==> src/rtl/neutron_pkg.sv <==
// Shared definitions for the neutron pulse interface: state encoding, default
// thresholds and the event record layout used by generator, analyser and logger.
package neutron_pkg;

    localparam int unsigned WIDTH_W  = 16;
    localparam int unsigned NAFTER_W = 8;
    localparam int unsigned DROP_W   = 8;
    localparam int unsigned STATE_W  = 3;

    localparam logic [STATE_W-1:0] ST_IDLE    = 3'd0;
    localparam logic [STATE_W-1:0] ST_ARM     = 3'd1;
    localparam logic [STATE_W-1:0] ST_MAIN    = 3'd2;
    localparam logic [STATE_W-1:0] ST_AFTER   = 3'd3;
    localparam logic [STATE_W-1:0] ST_REPORT  = 3'd4;
    localparam logic [STATE_W-1:0] ST_HOLDOFF = 3'd5;

    localparam logic [WIDTH_W-1:0]  DEF_MIN_WIDTH  = 16'd64;
    localparam logic [WIDTH_W-1:0]  DEF_MAX_WIDTH  = 16'd112;
    localparam logic [NAFTER_W-1:0] DEF_MIN_AFTER  = 8'd4;
    localparam logic [WIDTH_W-1:0]  DEF_AFTER_GATE = 16'd48;
    localparam logic [WIDTH_W-1:0]  DEF_HOLDOFF    = 16'd16;

    typedef struct packed {
        logic [WIDTH_W-1:0]  width;
        logic [NAFTER_W-1:0] nafter;
        logic                is_neutron;
    } event_rec_t;

    function automatic logic classify(input logic [WIDTH_W-1:0]  w,
                                      input logic [WIDTH_W-1:0]  min_w,
                                      input logic [WIDTH_W-1:0]  max_w,
                                      input logic [NAFTER_W-1:0] n,
                                      input logic [NAFTER_W-1:0] min_n);
        return (w >= min_w) && (w <= max_w) && (n >= min_n);
    endfunction

endpackage

==> src/rtl/pulse_sync_edge.sv <==
// Two-flop synchroniser for the detector line with registered level and
// combinational rise/fall strobes.
module pulse_sync_edge (
    input  logic clk,
    input  logic rst,
    input  logic din,
    output logic level,
    output logic rise_c,
    output logic fall_c
);

    logic meta;
    logic prev;

    // Preset high so a line already high at reset looks like a pulse in progress.
    always_ff @(posedge clk or posedge rst) begin
        if (rst) begin
            meta  <= 1'b1;
            level <= 1'b1;
            prev  <= 1'b1;
        end else begin
            meta  <= din;
            level <= meta;
            prev  <= level;
        end
    end

    assign rise_c = level & ~prev;
    assign fall_c = ~level & prev;

endmodule

==> src/rtl/neutron_pulse_analyser.sv <==
// Measures main pulse width and gated afterpulse count of detector events and
// presents one classified record per event on a valid/ready port.
module neutron_pulse_analyser
    import neutron_pkg::*;
#(
    parameter logic [WIDTH_W-1:0]  MIN_WIDTH  = DEF_MIN_WIDTH,
    parameter logic [WIDTH_W-1:0]  MAX_WIDTH  = DEF_MAX_WIDTH,
    parameter logic [NAFTER_W-1:0] MIN_AFTER  = DEF_MIN_AFTER,
    parameter logic [WIDTH_W-1:0]  AFTER_GATE = DEF_AFTER_GATE,
    parameter logic [WIDTH_W-1:0]  HOLDOFF    = DEF_HOLDOFF
) (
    input  logic                CLK,
    input  logic                RESET,
    input  logic                PULSE_IN,
    input  logic                EVENT_READY,
    output logic                EVENT_VALID,
    output logic [WIDTH_W-1:0]  WIDTH_OUT,
    output logic [NAFTER_W-1:0] NAFTER_OUT,
    output logic                IS_NEUTRON,
    output logic [DROP_W-1:0]   DROPPED
);

    logic                level;
    logic                rise_c;
    logic                fall_c;
    logic [STATE_W-1:0]  state;
    logic [STATE_W-1:0]  state_nx;
    logic [WIDTH_W-1:0]  width_cnt;
    logic [WIDTH_W-1:0]  gate_cnt;
    logic [WIDTH_W-1:0]  hold_cnt;
    logic [NAFTER_W-1:0] nafter_cnt;
    logic [NAFTER_W-1:0] nafter_nx_c;
    logic                start_main_c;
    logic                main_end_c;
    logic                gate_done_c;
    logic                handshake_c;
    logic                drop_c;
    event_rec_t          rec;

    pulse_sync_edge u_sync (
        .clk    (CLK),
        .rst    (RESET),
        .din    (PULSE_IN),
        .level  (level),
        .rise_c (rise_c),
        .fall_c (fall_c)
    );

    always_ff @(posedge CLK or posedge RESET) begin
        if (RESET) state <= ST_IDLE;
        else       state <= state_nx;
    end

    always_comb begin
        state_nx = state;
        case (state)
            ST_IDLE:    if (rise_c)                 state_nx = ST_MAIN;
            ST_MAIN:    if (!level)                 state_nx = ST_AFTER;
            ST_AFTER:   if (gate_cnt >= AFTER_GATE) state_nx = ST_REPORT;
            ST_REPORT:  if (EVENT_READY)            state_nx = (HOLDOFF == '0) ? ST_ARM : ST_HOLDOFF;
            ST_HOLDOFF: if (hold_cnt >= HOLDOFF)    state_nx = ST_ARM;
            ST_ARM:     if (!level)                 state_nx = ST_IDLE;
            default:                                state_nx = ST_IDLE;
        endcase
    end

    // Datapath strobes; the gate-expiry afterpulse is folded into the latched count.
    always_comb begin
        start_main_c = (state == ST_IDLE) && rise_c;
        main_end_c   = (state == ST_MAIN) && !level;
        gate_done_c  = (state == ST_AFTER) && (gate_cnt >= AFTER_GATE);
        handshake_c  = (state == ST_REPORT) && EVENT_READY;
        drop_c       = ((state == ST_REPORT) || (state == ST_HOLDOFF)) && rise_c;
        nafter_nx_c  = nafter_cnt;
        if ((state == ST_AFTER) && rise_c && (nafter_cnt != '1))
            nafter_nx_c = nafter_cnt + NAFTER_W'(1);
    end

    always_ff @(posedge CLK or posedge RESET) begin
        if (RESET) begin
            width_cnt   <= '0;
            gate_cnt    <= '0;
            hold_cnt    <= '0;
            nafter_cnt  <= '0;
            rec         <= '0;
            EVENT_VALID <= 1'b0;
            DROPPED     <= '0;
        end else begin
            if (start_main_c)
                width_cnt <= WIDTH_W'(1);
            else if ((state == ST_MAIN) && level && (width_cnt != '1))
                width_cnt <= width_cnt + WIDTH_W'(1);

            if (main_end_c) begin
                gate_cnt   <= WIDTH_W'(1);
                nafter_cnt <= '0;
            end else if (state == ST_AFTER) begin
                gate_cnt   <= gate_cnt + WIDTH_W'(1);
                nafter_cnt <= nafter_nx_c;
            end

            if (gate_done_c) begin
                rec.width      <= width_cnt;
                rec.nafter     <= nafter_nx_c;
                rec.is_neutron <= classify(width_cnt, MIN_WIDTH, MAX_WIDTH, nafter_nx_c, MIN_AFTER);
                EVENT_VALID    <= 1'b1;
            end

            if (handshake_c) begin
                EVENT_VALID <= 1'b0;
                hold_cnt    <= WIDTH_W'(1);
            end else if (state == ST_HOLDOFF) begin
                hold_cnt <= hold_cnt + WIDTH_W'(1);
            end

            if (drop_c && (DROPPED != '1))
                DROPPED <= DROPPED + DROP_W'(1);
        end
    end

    assign WIDTH_OUT  = rec.width;
    assign NAFTER_OUT = rec.nafter;
    assign IS_NEUTRON = rec.is_neutron;

endmodule

==> config.mk <==
export PLATFORM = sky130hd
export DESIGN_NAME = neutron_pulse_analyser
export DESIGN_NICKNAME = d
export VERILOG_FILES = /design/src/rtl/neutron_pkg.sv /design/src/rtl/pulse_sync_edge.sv /design/src/rtl/neutron_pulse_analyser.sv
export SDC_FILE = /design/constraint.sdc
export NUM_CORES = 1
export LEC_CHECK = 0
export ABC_AREA = 0
export CORE_MARGIN = 2
export CORE_UTILIZATION = 58
export DETAILED_ROUTE_END_ITERATION = 6
export PLACE_DENSITY = 0.8
export SLEW_MARGIN = 10
export SYNTH_ARGS = -nofsm -noshare
export SYNTH_HDL_FRONTEND = slang
export SYNTH_SLANG_ARGS = --single-unit
==> constraint.sdc <==
create_clock -name CLK -period 3.7 [get_ports CLK]
set_input_delay 0.37 -clock CLK [delete_from_list [all_inputs] [get_ports CLK]]
set_output_delay 0.37 -clock CLK [all_outputs]
set_load 0.05 [all_outputs]
* Word level (Yosys, flattened, before mapping)
Cells that the tools add are included.
Storage, ports and cells: flip-flop bits (word level) 96, output and inout bits 34, logic and storage cells 77
Operators by class: add/subtract/negate cells 5, $lt $le $gt $ge 5, eq/ne operators 14, mux-type cells 18, bitwise operators 2, reduce and logical (&&, ||, !) cells 20
Operators with widths (count):
- $mux 16 | 6
- $add 16x1->16 const B | 3
- $mux 8 | 3
- $mux 3 | 6
- $pmux 3 s6 | 1
- $add 8x1->8 const B | 2
- $ge 16x5->1 const B | 1
- $ge 16x6->1 const B | 1
- $ge 16x7->1 const B | 1
- $le 16x7->1 const B | 1
- $ne 16x16->1 const B | 1
- $ne 8x8->1 const B | 2
- $logic_and 1x1->1 | 12
- $ne 2x2->1 const B | 5
- $ge 8x3->1 const B | 1
- $reduce_bool 2->1 | 4
- $eq 3x2->1 const B | 2
- $eq 3x3->1 const B | 2
- $reduce_and 6->1 | 1
- $eq 3x1->1 const B | 1
- $logic_not 3->1 | 1
- $mux 1 | 2
- $ne 2x1->1 const B | 1
- $and 1x1->1 | 1
- other kinds (3) | 3

* Logic depth before layout (Yosys ltp)
Gate-level depths: netlist of the first run.
depth after elaboration 7, gate-level depth with buffers 7

* Modules after synthesis
From an unflattened synthesis of the first run, not the netlist that was laid out.
Second synthesis, totals: cell total of the unflattened synthesis 489, area, all modules 4688.2 um2
Modules (own cells, without submodules):
- neutron_pulse_analyser | times used 1, cells each 483, area an instance 4590.7 um2
- pulse_sync_edge | times used 1, cells each 6, area an instance 97.6 um2

* Least setup slack after synthesis of the first run
No wires, ideal clock.
path type register to register, start register DROPPED[0], end register DROPPED[7], library setup time 0.082 ns, arrival 1.789 ns, data required time 3.618 ns, path slack 1.829 ns, cell stages (with the launch flop) 6, buffers on the path 0, period minus slack after synthesis 1.871 ns, cell sequence dfrtp_1 ha_1 a41oi_1 nand3_1 nor2_1 xor2_1
Between the ends: word-level cells in the longest chain between the ends 2, elaborated cells on any way between the ends 3
Ends and longest elaborated chain:
- start: declaration | RTL line neutron_pulse_analyser.sv:20 | output logic [DROP_W-1:0] DROPPED
- start signal: assignment | RTL line neutron_pulse_analyser.sv:117 | DROPPED <= DROPPED + DROP_W'(1);
- parallel branches: the longest is 2 deep, another holds $add 8x1->8
Several ways; the timed one is not identified. A chain may end at the register's enable or synchronous reset.

* Worst setup path after layout of the first run
start register state[0], end register rec, in the netlist IS_NEUTRON
Between the ends: word-level cells in the longest chain between the ends 6, elaborated cells on any way between the ends 7
Ends and longest elaborated chain:
- start: declaration | RTL line neutron_pulse_analyser.sv:26 | logic [STATE_W-1:0] state;
- start signal: assignment | RTL line neutron_pulse_analyser.sv:51 | else state <= state_nx;
- $eq 3x2->1 * | RTL line neutron_pulse_analyser.sv:71, neutron_pulse_analyser.sv:75
- $logic_and 1x1->1 (2 in a row) | RTL line neutron_pulse_analyser.sv:75 | if ((state == ST_AFTER) && rise_c && (nafter_cnt != '1))
- $mux 8 | RTL line neutron_pulse_analyser.sv:75
- $ge 8x3->1 | RTL line neutron_pkg.sv:34 | return (w >= min_w) && (w <= max_w) && (n >= min_n);
- $logic_and 1x1->1 | RTL line neutron_pkg.sv:34
- end: declaration | RTL line neutron_pulse_analyser.sv:38 | event_rec_t rec;
Every way passes the cells marked *; elsewhere a longest branch is shown, timed or not.

==> impl_metrics.json, run 1 <==
{
  "flow.area_growth_from_synthesis_pct": 13.3,
  "chip_height_um": 93.5,
  "final-setup-viol-count": 0,
  "postRouteAntennaNets": 0,
  "final_min_period_over_clock_period_pct": 64.4,
  "ys.warnings.count": 0,
  "number_of_antenna_repair_diodes": 0,
  "tritoncts_clock_tree": "done",
  "outcome": "complete, no violations",
  "synth.avg_cell_area_um2": 9.61,
  "synthesis.instances": 484,
  "first_global_vias": 3528,
  "cp_slowest_stage_delay_ns": 0.59,
  "fp.dieW_um": 93.5,
  "critPathCaptureType": "register",
  "ys_seq_elements": 96,
  "timing.max_slew.rel_slack_pct": 35.0,
  "power.total_mw": 2.13,
  "yosysSeqAreaShare_pct": 51.7,
  "drt_drc_violations_left": 0,
  "grt_use_total_pct": 23.5,
  "fp.coreArea_um2": 7770,
  "worstPathArrival_ns": 2.64,
  "hp-class": "reg -> reg",
  "dominant_combinational_cell_family_by_area_after_synthesis": "simple AND/OR/NAND/NOR gates",
  "clockBufferDepth": 2,
  "area_occupied_by_multi_input_gates_um2": 2100,
  "netlist_area_um2": 4650,
  "critical_path.cell_chain": "nand3b_1 -> nor4_1 -> mux2i_1 -> o211a_1 -> a31oi_1",
  "fp-row-count": 32,
  "wire_per_inst_um": 15.0,
  "cap_violations": 0,
  "initial_antenna_violation_count": 0,
  "finish.net_count": 527,
  "die_area_um2": 8750,
  "power.static_leakage_nw": 2.32,
  "buffers_inserted_during_post_cts_setup_optimization": 0,
  "htreeDepth": 3,
  "hold_buffers": 0,
  "count_of_flip_flops_with_a_built_in_enable_after_synthesis": 0,
  "synth_xor_area_share_pct": 7.53,
  "mean_number_of_vias_per_cell": 5.78,
  "pwr_density_cell_nw_per_um2": 404,
  "seq_area_um2": 2410,
  "worst_ir_drop_vdd_v": 0.000269,
  "firstDrtPassIters": 5,
  "synthDominantAreaCellType": "sky130_fd_sc_hd__dfrtp_1",
  "worstSetupPathType": "reg -> reg",
  "drive_gt1_share_pct": 5.58,
  "cts.reportedPaths.clkPinSlew_ns": 0.10,
  "slew_of_the_pin_with_the_lowest_slew_margin_ns": 0.974,
  "synthesized_area_fraction_occupied_by_ao_oa_aoi_and_oai_cells_pct": 9.50,
  "place.detailed.hpwl_mm": 6.33,
  "synthesized_nets": 496,
  "crit_fanout": 13,
  "vias": 3597,
  "tns_ns": 0,
  "port-buffer-count": 37,
  "netlist.area_leader.share_pct": 50.0,
  "fmax_mhz": 420,
  "netlist_top_cells_area": "sky130_fd_sc_hd__dfrtp_1, sky130_fd_sc_hd__nand2_1, sky130_fd_sc_hd__xor2_1",
  "slowest_cell_on_the_critical_path": "sky130_fd_sc_hd__dfrtp_1",
  "layout_min_cycle_time_ns": 2.38,
  "clkSinkCount": 96,
  "cts.repair.resized": 0,
  "timing.final.hold_violations": 0,
  "worstSetupStartpointType": "register",
  "cp_data_required_time_ns": 3.95,
  "grt_max_degree": 58,
  "grt_pass1_wl_mm": 16.3,
  "totalWireLength_mm": 9.31,
  "tritoncts.num_buffers": 9,
  "gp_congestion": 0.844,
  "clk_latency_ns": 0.37,
  "io_pins": 38,
  "report.final.slew_viol_count": 0,
  "globalRouteOverflowTotal": 0,
  "post_synth_simple_gate_area_pct": 24.2,
  "postSynth.topFlopCell": "sky130_fd_sc_hd__dfrtp_1",
  "starting_density_of_the_core_pct": 59.9,
  "synthMuxAreaShare_pct": 1.78,
  "fillers": 608,
  "synthAdderAreaFrac_pct": 2.15,
  "clock_tree.root_cell": "sky130_fd_sc_hd__clkbuf_8",
  "post_route_skew_ns": 0.0137,
  "grt_setup_unrepaired": "false",
  "synth_cell_types": 46,
  "async_reset_ff_share_pct": 100,
  "detail_route.iter0.violations": 139
}
[report_power, final]
part	total, mW	switching [mW]	internal (mW)
sequential	1.20	0.0955	1.10
combinational	0.298	0.188	0.110
clock	0.633	0.382	0.251
total	2.13	0.665	1.47
[through the flow]
| stage | hold WS, ns | setup slack, ns | util [%] | std cells | instance area, µm² |
|---|---|---|---|---|---|
| after floorplan | 0.345 | 0.830 | - | 484 | 4650 |
| after detailed placement | 0.354 | 1.41 | 65.6 | 606 | 5090 |
| final | 0.365 | 1.32 | 67.8 | 622 | 5270 |
| after global routing | 0.373 | 1.22 | 67.8 | 622 | 5270 |
| after global placement | 0.350 | 1.50 | 65.6 | 606 | 5090 |
| after CTS | 0.366 | 1.40 | 67.8 | 622 | 5270 |
[flip-flops by register name (all words and copies together), names as in the netlist, 3 cells and up]
signal / flops
WIDTH_OUT: 16
gate_cnt: 16
hold_cnt: 16
width_cnt: 16
DROPPED: 8
NAFTER_OUT: 8
nafter_cnt: 8
state: 3
[placed cells by master (no fill, tap or decap), drive strengths merged, types with 3 or more instances in the layout]
cell type      Yosys  layout
and3               7       7
mux2i              6       6
ha                 8       8
nor2b              3       3
and4               6       6
xor2              24      24
o211ai            13      13
a21oi             12      12
dfstp              3       3
nand2             83      83
a31oi              4       4
o21ai             27      27
or3               10      10
and3b              5       5
xnor2             16      16
nand4             12      12
o31ai              5       5
o22ai              3       3
inv               16      17
nand4b             3       3
nor4              10      10
nor2              50      50
dfrtp             93      93
clkbuf            11      11
clkdlybuf4s50      0      37
nor3               6       6
nand3             20      20
[layer usage]
metal / share of wire (%) / global-route usage (%) / up-vias
met5: 0 / 0 / -
met1: 46 / 32.2 / 1750
li1: - / - / 1743
met2: 49 / 37.9 / 90
met3: 3.8 / 3.63 / 14
met4: 1.8 / 9.42 / 0
[final timing paths]
check,start,to,slack [ns],cells past startpoint
worst max-delay path,state[0]$_DFFE_PP0P_,IS_NEUTRON$_DFFE_PP0P_,1.32,5
worst min-delay path,u_sync.meta$_DFF_PP1_,u_sync.level$_DFF_PP1_,0.37,0
worst max register to register,state[0]$_DFFE_PP0P_,IS_NEUTRON$_DFFE_PP0P_,1.32,5
worst min register to register,u_sync.meta$_DFF_PP1_,u_sync.level$_DFF_PP1_,0.37,0
max in group asynchronous,RESET,u_sync.level$_DFF_PP1_,2.40,3
min in group asynchronous,RESET,WIDTH_OUT[2]$_DFFE_PP0P_,0.51,2
[synth_stat cells (5+ instances only)]
| cell | count |
|---|---|
| sky130_fd_sc_hd__or3_1 | 10 |
| sky130_fd_sc_hd__nor4_1 | 10 |
| sky130_fd_sc_hd__xnor2_1 | 16 |
| sky130_fd_sc_hd__nor2_1 | 50 |
| sky130_fd_sc_hd__a21oi_1 | 12 |
| sky130_fd_sc_hd__nand4_1 | 11 |
| sky130_fd_sc_hd__and4_1 | 6 |
| sky130_fd_sc_hd__o21ai_0 | 24 |
| sky130_fd_sc_hd__buf_2 | 8 |
| sky130_fd_sc_hd__and3_1 | 7 |
| sky130_fd_sc_hd__xor2_1 | 24 |
| sky130_fd_sc_hd__nand3_1 | 20 |
| sky130_fd_sc_hd__and3b_1 | 5 |
| sky130_fd_sc_hd__ha_1 | 8 |
| sky130_fd_sc_hd__nand2_1 | 83 |
| sky130_fd_sc_hd__o31ai_1 | 5 |
| sky130_fd_sc_hd__inv_1 | 16 |
| sky130_fd_sc_hd__nor3_1 | 5 |
| sky130_fd_sc_hd__o211ai_1 | 13 |
| sky130_fd_sc_hd__dfrtp_1 | 93 |
| sky130_fd_sc_hd__mux2i_1 | 6 |
| sky130_fd_sc_hd__clkbuf_1 | 10 |
[area by class of cell]
cell class	count	area share, %
clock buffer	11	2.49
multi-input combinational	353	39.9
inverter	16	1.16
tap	102	2.42
timing repair buffer	39	7.55
sequential	96	45.7
clock inverter	5	0.784
[critical path: cells and delay by family (launching register included)]
kind	cells	cell delay, ns
simple gates	2	0.94
flops	1	0.59
mux	1	0.44
compound gates	2	0.30
[cell families (layout without fill, tap and decap cells)]
logic type,count (synthesis),count (layout)
fa+ha+maj,8,8
mux,8,8
flops,96,96
xor+xnor,40,40
simple gates,226,226
compound gates,71,71
buf+inv,35,71
Power figures use the tool's default switching activity.
==> inputs of run 2 (changes only) <==
==> constraint.sdc (replaced) <==
create_clock -name CLK -period 2.3 [get_ports CLK]
set_input_delay 0.23 -clock CLK [delete_from_list [all_inputs] [get_ports CLK]]
set_output_delay 0.23 -clock CLK [all_outputs]
set_load 0.05 [all_outputs]
==> run 2 against run 1 <==
Combinational power grew 77%. Largest power group unchanged. Critical path type unchanged. Routed wire length grew 3.3%. Highest routed layer unchanged. First-iteration DRC count grew 32%. Sequential power grew 61%. Clock skew shrank 0.0059 ns. Register-to-register slack lost 1.1 ns.
==> impl_metrics.json, run 2 (synthesis gave the netlist of run 1 again) <==
{
  "outcome": "complete, no violations",
  "pwr_density_cell_nw_per_um2": 670,
  "port-buffer-count": 37,
  "fp.dieW_um": 93.5,
  "worstSetupStartpointType": "register",
  "timing.max_slew.rel_slack_pct": 58.5,
  "worst_ir_drop_vdd_v": 0.000358,
  "globalRouteOverflowTotal": 0,
  "fmax_mhz": 487,
  "chip_height_um": 93.5,
  "htreeDepth": 3,
  "finish.instance_area_um2": 5380,
  "buffers_inserted_during_post_cts_setup_optimization": 0,
  "cp_data_required_time_ns": 2.59,
  "flow.area_growth_from_synthesis_pct": 15.6,
  "firstDrtPassIters": 4,
  "number_of_antenna_repair_diodes": 0,
  "finish.net_count": 535,
  "die_area_um2": 8750,
  "post_route_skew_ns": 0.00779,
  "initial_antenna_violation_count": 0,
  "totalWireLength_mm": 9.62,
  "power.static_leakage_nw": 2.37,
  "clkSinkCount": 96,
  "mean_number_of_vias_per_cell": 5.74,
  "hold_buffers": 0,
  "postPlaceCellArea_um2": 5170,
  "cap_violations": 0,
  "drt_drc_violations_left": 0,
  "detail_route.iter0.violations": 184,
  "leading_cell_type_in_the_layout_fill_and_taps_excluded": "sky130_fd_sc_hd__dfrtp_1",
  "grt_max_degree": 37,
  "tritoncts_clock_tree": "done",
  "placed_cells": 614,
  "slowest_cell_on_the_critical_path": "sky130_fd_sc_hd__or4_1",
  "gp_congestion": 0.826,
  "clockBufferDepth": 2,
  "most-common-layout-cells": "sky130_fd_sc_hd__dfrtp_1, sky130_fd_sc_hd__nand2_1, sky130_fd_sc_hd__nor2_1",
  "cts.reportedPaths.clkPinSlew_ns": 0.09,
  "critical_path.cell_chain": "nand4b_2 -> or4_1 -> or3_1 -> a21oi_1",
  "tritoncts.num_buffers": 9,
  "clk_latency_ns": 0.36,
  "place.detailed.hpwl_mm": 6.64,
  "grt_use_total_pct": 23.7,
  "fin_util_pct": 69.2,
  "cts.repair.resized": 0,
  "final_min_period_over_clock_period_pct": 89.3,
  "hp-class": "in -> reg",
  "grt_pass1_wl_mm": 16.6,
  "fp.coreArea_um2": 7770,
  "clock_tree.root_cell": "sky130_fd_sc_hd__clkbuf_8",
  "fp-row-count": 32,
  "cp_slowest_stage_delay_ns": 0.65,
  "timing.final.hold_violations": 0,
  "cp.buffers_inverters": 0,
  "starting_density_of_the_core_pct": 59.9,
  "worstSetupPathType": "reg -> reg",
  "fillers": 621,
  "worstPathArrival_ns": 2.34,
  "slew_of_the_pin_with_the_lowest_slew_margin_ns": 0.617,
  "vias": 3616,
  "grt_setup_unrepaired": "false",
  "report.final.slew_viol_count": 0,
  "fin_cells": 630,
  "final-setup-viol-count": 0,
  "tns_ns": 0,
  "critical_path.top_delay_family": "simple AND/OR/NAND/NOR gates",
  "io_pins": 38,
  "crit_fanout": 12,
  "layout_min_cycle_time_ns": 2.05,
  "first_global_vias": 3543,
  "drive_gt1_share_pct": 7.20,
  "power.total_mw": 3.60,
  "postRouteAntennaNets": 0,
  "wire_per_inst_um": 15.3,
  "critPathCaptureType": "register"
}
[run 2: changes by cell type in the layout (fill, tap and decap cells not counted)]
| cell | delta |
|---|---|
| sky130_fd_sc_hd__buf_12 | +1 |
| sky130_fd_sc_hd__buf_4 | +7 |
| sky130_fd_sc_hd__bufinv_16 | +1 |
| sky130_fd_sc_hd__clkbuf_1 | -1 |
| sky130_fd_sc_hd__clkbuf_8 | +2 |
| sky130_fd_sc_hd__clkinv_2 | -1 |
| sky130_fd_sc_hd__clkinv_4 | -1 |
| sky130_fd_sc_hd__clkinvlp_4 | +2 |
| sky130_fd_sc_hd__inv_6 | -2 |
[run 2: cell type report]
| type | instances | area (µm²) | share of cell area [%] |
|---|---|---|---|
| repair buffers | 47 | 470 | 8.75 |
| well taps | 102 | 128 | 2.37 |
| inverters | 16 | 63.8 | 1.19 |
| flip-flops and latches | 96 | 2410 | 44.7 |
| clock buffers | 12 | 155 | 2.89 |
| clock inverters | 4 | 52.6 | 0.977 |
| multi-input cells | 353 | 2100 | 39.1 |
[run 2: through the flow]
| stage | worst slack, ns | hold WS [ns] |
|---|---|---|
| after CTS | 0.245 | 0.266 |
| after global placement | 0.348 | 0.348 |
| after floorplan | 0.429 | 0.234 |
| final | 0.246 | 0.273 |
| after detailed placement | 0.270 | 0.348 |
| after global routing | 0.120 | 0.269 |
[run 2: worst paths after layout]
| kind | slack [ns] | cells past startpoint | to | startpoint |
|---|---|---|---|---|
| min in group asynchronous | 0.28 | 2 | hold_cnt[5]$_DFFE_PP0P_ | RESET |
| min reg2reg | 0.36 | 0 | u_sync.level$_DFF_PP1_ | u_sync.meta$_DFF_PP1_ |
| max | 0.25 | 4 | gate_cnt[15]$_DFFE_PP0P_ | state[2]$_DFFE_PP0P_ |
| max in group asynchronous | 1.43 | 3 | u_sync.prev$_DFF_PP1_ | RESET |
| max reg2reg | 0.25 | 4 | gate_cnt[15]$_DFFE_PP0P_ | state[2]$_DFFE_PP0P_ |
| min | 0.27 | 1 | u_sync.meta$_DFF_PP1_ | PULSE_IN |
[run 2: per-layer routing]
layer / GRT usage, % / vias up / wire [µm]
met5: 0 / - / 0
met4: 8.21 / 0 / 172
met3: 2.50 / 16 / 309
met2: 38.0 / 82 / 4620
met1: 33.9 / 1753 / 4520
li1: - / 1765 / -
[run 2: report_power, final]
| group | internal [mW] | leakage [nW] | switching [mW] | total, mW |
|---|---|---|---|---|
| sequential | 1.78 | 1.24 | 0.151 | 1.93 |
| combinational | 0.205 | 1.04 | 0.322 | 0.527 |
| clock | 0.563 | 0.0948 | 0.583 | 1.15 |
==> inputs of run 3 (changes only) <==
==> constraint.sdc (replaced) <==
create_clock -name CLK -period 1.9 [get_ports CLK]
set_input_delay 0.19 -clock CLK [delete_from_list [all_inputs] [get_ports CLK]]
set_output_delay 0.19 -clock CLK [all_outputs]
set_load 0.05 [all_outputs]
==> run 3 against run 2 <==
Setup slack got worse by 0.24 ns. Utilization is 3.7 points higher. Clock skew grew 0.0021 ns. Hold slack got worse by 0.098 ns. Sequential share of layout area shrank 2.2 points. Fmax is 8.7% higher. Cell count rose by 4.8%. Via count grew 5.5%. Count of clock-buffer cells in the layout unchanged. Sequential cell count is the same. Total power increased by 22%. Global-route usage increased by 1.5 points. Critical path type unchanged.
==> impl_metrics.json, run 3 (synthesis gave the netlist of run 1 again) <==
{
  "critical_path.cell_chain": "ha_1 -> and3_1 -> nand4_1 -> buf_4 -> buf_4 -> o211ai_1 -> xor2_1 -> nor2_1",
  "layout_min_cycle_time_ns": 1.89,
  "regToRegSetupSlack_ns": 0.01,
  "critical_path.top_delay_family": "simple AND/OR/NAND/NOR gates",
  "dp_worst_setup_slack_ns": -0.0264,
  "cp_slowest_stage_delay_ns": 0.41,
  "tritoncts_clock_tree": "done",
  "postPlaceCellArea_um2": 5380,
  "starting_density_of_the_core_pct": 59.9,
  "crit_fanout": 6,
  "critical_path.reg2reg.endpoint": "width_cnt[10]$_DFFE_PP0P_",
  "finish.net_count": 565,
  "hold_buffers": 0,
  "drt_drc_violations_left": 0,
  "post-route-worst-setup-slack_ns": 0.0107,
  "timing.final.hold_violations": 0,
  "timing.critical_path.depth": 8,
  "r2r_start": "width_cnt[1]$_DFFE_PP0P_",
  "worstPathArrival_ns": 2.15,
  "clockBufferDepth": 2,
  "flow.area_growth_from_synthesis_pct": 21.8,
  "grt_max_degree": 48,
  "htreeDepth": 3,
  "fmax_mhz": 529,
  "power.static_leakage_nw": 2.54,
  "power.total_mw": 4.40,
  "fp-row-count": 32,
  "globalRouteOverflowTotal": 0,
  "port-buffer-count": 37,
  "tritoncts.num_buffers": 9,
  "capturing_instance_or_port_of_the_critical_path": "width_cnt[10]$_DFFE_PP0P_",
  "die_area_um2": 8750,
  "slew_of_the_pin_with_the_lowest_slew_margin_ns": 0.534,
  "cts.reportedPaths.clkPinSlew_ns": 0.10,
  "first_global_vias": 3746,
  "chip_height_um": 93.5,
  "fillers": 546,
  "drive_gt1_share_pct": 14.9,
  "postRouteAntennaNets": 0,
  "mean_number_of_vias_per_cell": 5.78,
  "wire_per_inst_um": 15.9,
  "grt_pass1_wl_mm": 17.5,
  "clkSinkCount": 96,
  "cap_violations": 0,
  "worst_ir_drop_vdd_v": 0.000542,
  "clk_latency_ns": 0.37,
  "grt_use_total_pct": 25.2,
  "initial_antenna_violation_count": 0,
  "critPathCaptureType": "register",
  "hp-class": "in -> async",
  "finish.instance_area_um2": 5660,
  "cp_data_required_time_ns": 2.16,
  "cp-startpoint": "width_cnt[1]$_DFFE_PP0P_",
  "cp.buffers_inverters": 2,
  "io_pins": 38,
  "number_of_antenna_repair_diodes": 0,
  "fp.dieW_um": 93.5,
  "place.detailed.hpwl_mm": 7.23,
  "outcome": "complete, no violations",
  "fin_util_pct": 72.9,
  "final-setup-viol-count": 0,
  "fin_worst_hold_slack_ns": 0.175,
  "final_min_period_over_clock_period_pct": 99.4,
  "report.final.slew_viol_count": 0,
  "fp.coreArea_um2": 7770,
  "vias": 3816,
  "firstDrtPassIters": 5,
  "totalWireLength_mm": 10.5,
  "worst_r2r_path_depth": 8,
  "pwr_density_cell_nw_per_um2": 777,
  "leading_cell_type_in_the_layout_fill_and_taps_excluded": "sky130_fd_sc_hd__dfrtp_1",
  "critical-path-top-cell-by-count": "sky130_fd_sc_hd__buf_4",
  "worstSetupStartpointType": "register",
  "gp_congestion": 0.886,
  "clock_tree.root_cell": "sky130_fd_sc_hd__clkbuf_8",
  "detail_route.iter0.violations": 145,
  "most-common-layout-cells": "sky130_fd_sc_hd__dfrtp_1, sky130_fd_sc_hd__nand2_1, sky130_fd_sc_hd__nor2_1",
  "slowest_cell_on_the_critical_path": "sky130_fd_sc_hd__dfrtp_1",
  "worstSetupPathType": "reg -> reg",
  "timing.max_slew.rel_slack_pct": 64.3,
  "post_route_skew_ns": 0.00991
}
run 3: cell types whose count changed in the layout (fill, tap and decap cells not counted), moves of 2 or more:
cell	before	now
sky130_fd_sc_hd__o21ai_1	3	0
sky130_fd_sc_hd__o21ai_2	0	3
sky130_fd_sc_hd__dfrtp_2	0	2
sky130_fd_sc_hd__nor4_2	0	2
sky130_fd_sc_hd__buf_4	8	37
sky130_fd_sc_hd__dfrtp_1	93	91
sky130_fd_sc_hd__nor4_1	10	8
sky130_fd_sc_hd__nor3_2	1	3
sky130_fd_sc_hd__nor3_1	5	3
run 3: through the flow:
stage,std cells,setup TNS (ns)
after detailed placement,640,-0.0264
after CTS,656,-0.0165
after global placement,640,0
final,660,0
after global routing,660,-0.159
after floorplan,484,0
run 3: area by class of cell:
class                   count  area, µm²  area share (%)
clock buffers              12        155            2.74
clock inverters             4       28.8           0.508
inverters                  16       63.8            1.13
multi-input cells         353       2170            38.3
flip-flops and latches     96       2410            42.5
well taps                 102        128            2.25
repair buffers             77        708            12.5
run 3: per-layer routing:
metal / part of all wire [%] / global-route usage, % / vias to the layer above
met5: 0 / 0 / -
met3: 4.2 / 4.92 / 13
met2: 51 / 43.3 / 104
met4: 1.2 / 6.52 / 0
met1: 43 / 32.8 / 1878
li1: - / - / 1821
run 3: power breakdown:
group          internal (mW)  switching, mW  total [mW]  leakage (nW)
Combinational          0.343          0.481       0.824          1.22
Clock                  0.549          0.724        1.27        0.0886
Sequential              2.16          0.149        2.30          1.24
run 3: worst min path at each step:
stage,slack (ns),start,cells after the start,end
after detailed placement,0.35,u_sync.meta$_DFF_PP1_,0,u_sync.level$_DFF_PP1_
after CTS,0.18,RESET,2,hold_cnt[7]$_DFFE_PP0P_
after global placement,0.36,u_sync.meta$_DFF_PP1_,0,u_sync.level$_DFF_PP1_
after floorplan,0.19,PULSE_IN,0,u_sync.meta$_DFF_PP1_
final,0.17,RESET,2,WIDTH_OUT[8]$_DFFE_PP0P_
after global routing,0.21,RESET,2,hold_cnt[5]$_DFFE_PP0P_
run 3: what timing repair did:
item                                    in CTS  in global routing
setup buffers                                0                  4
endpoints found under the setup margin       5                 31
resized for setup                            5                 12
pin swaps                                    1                  2
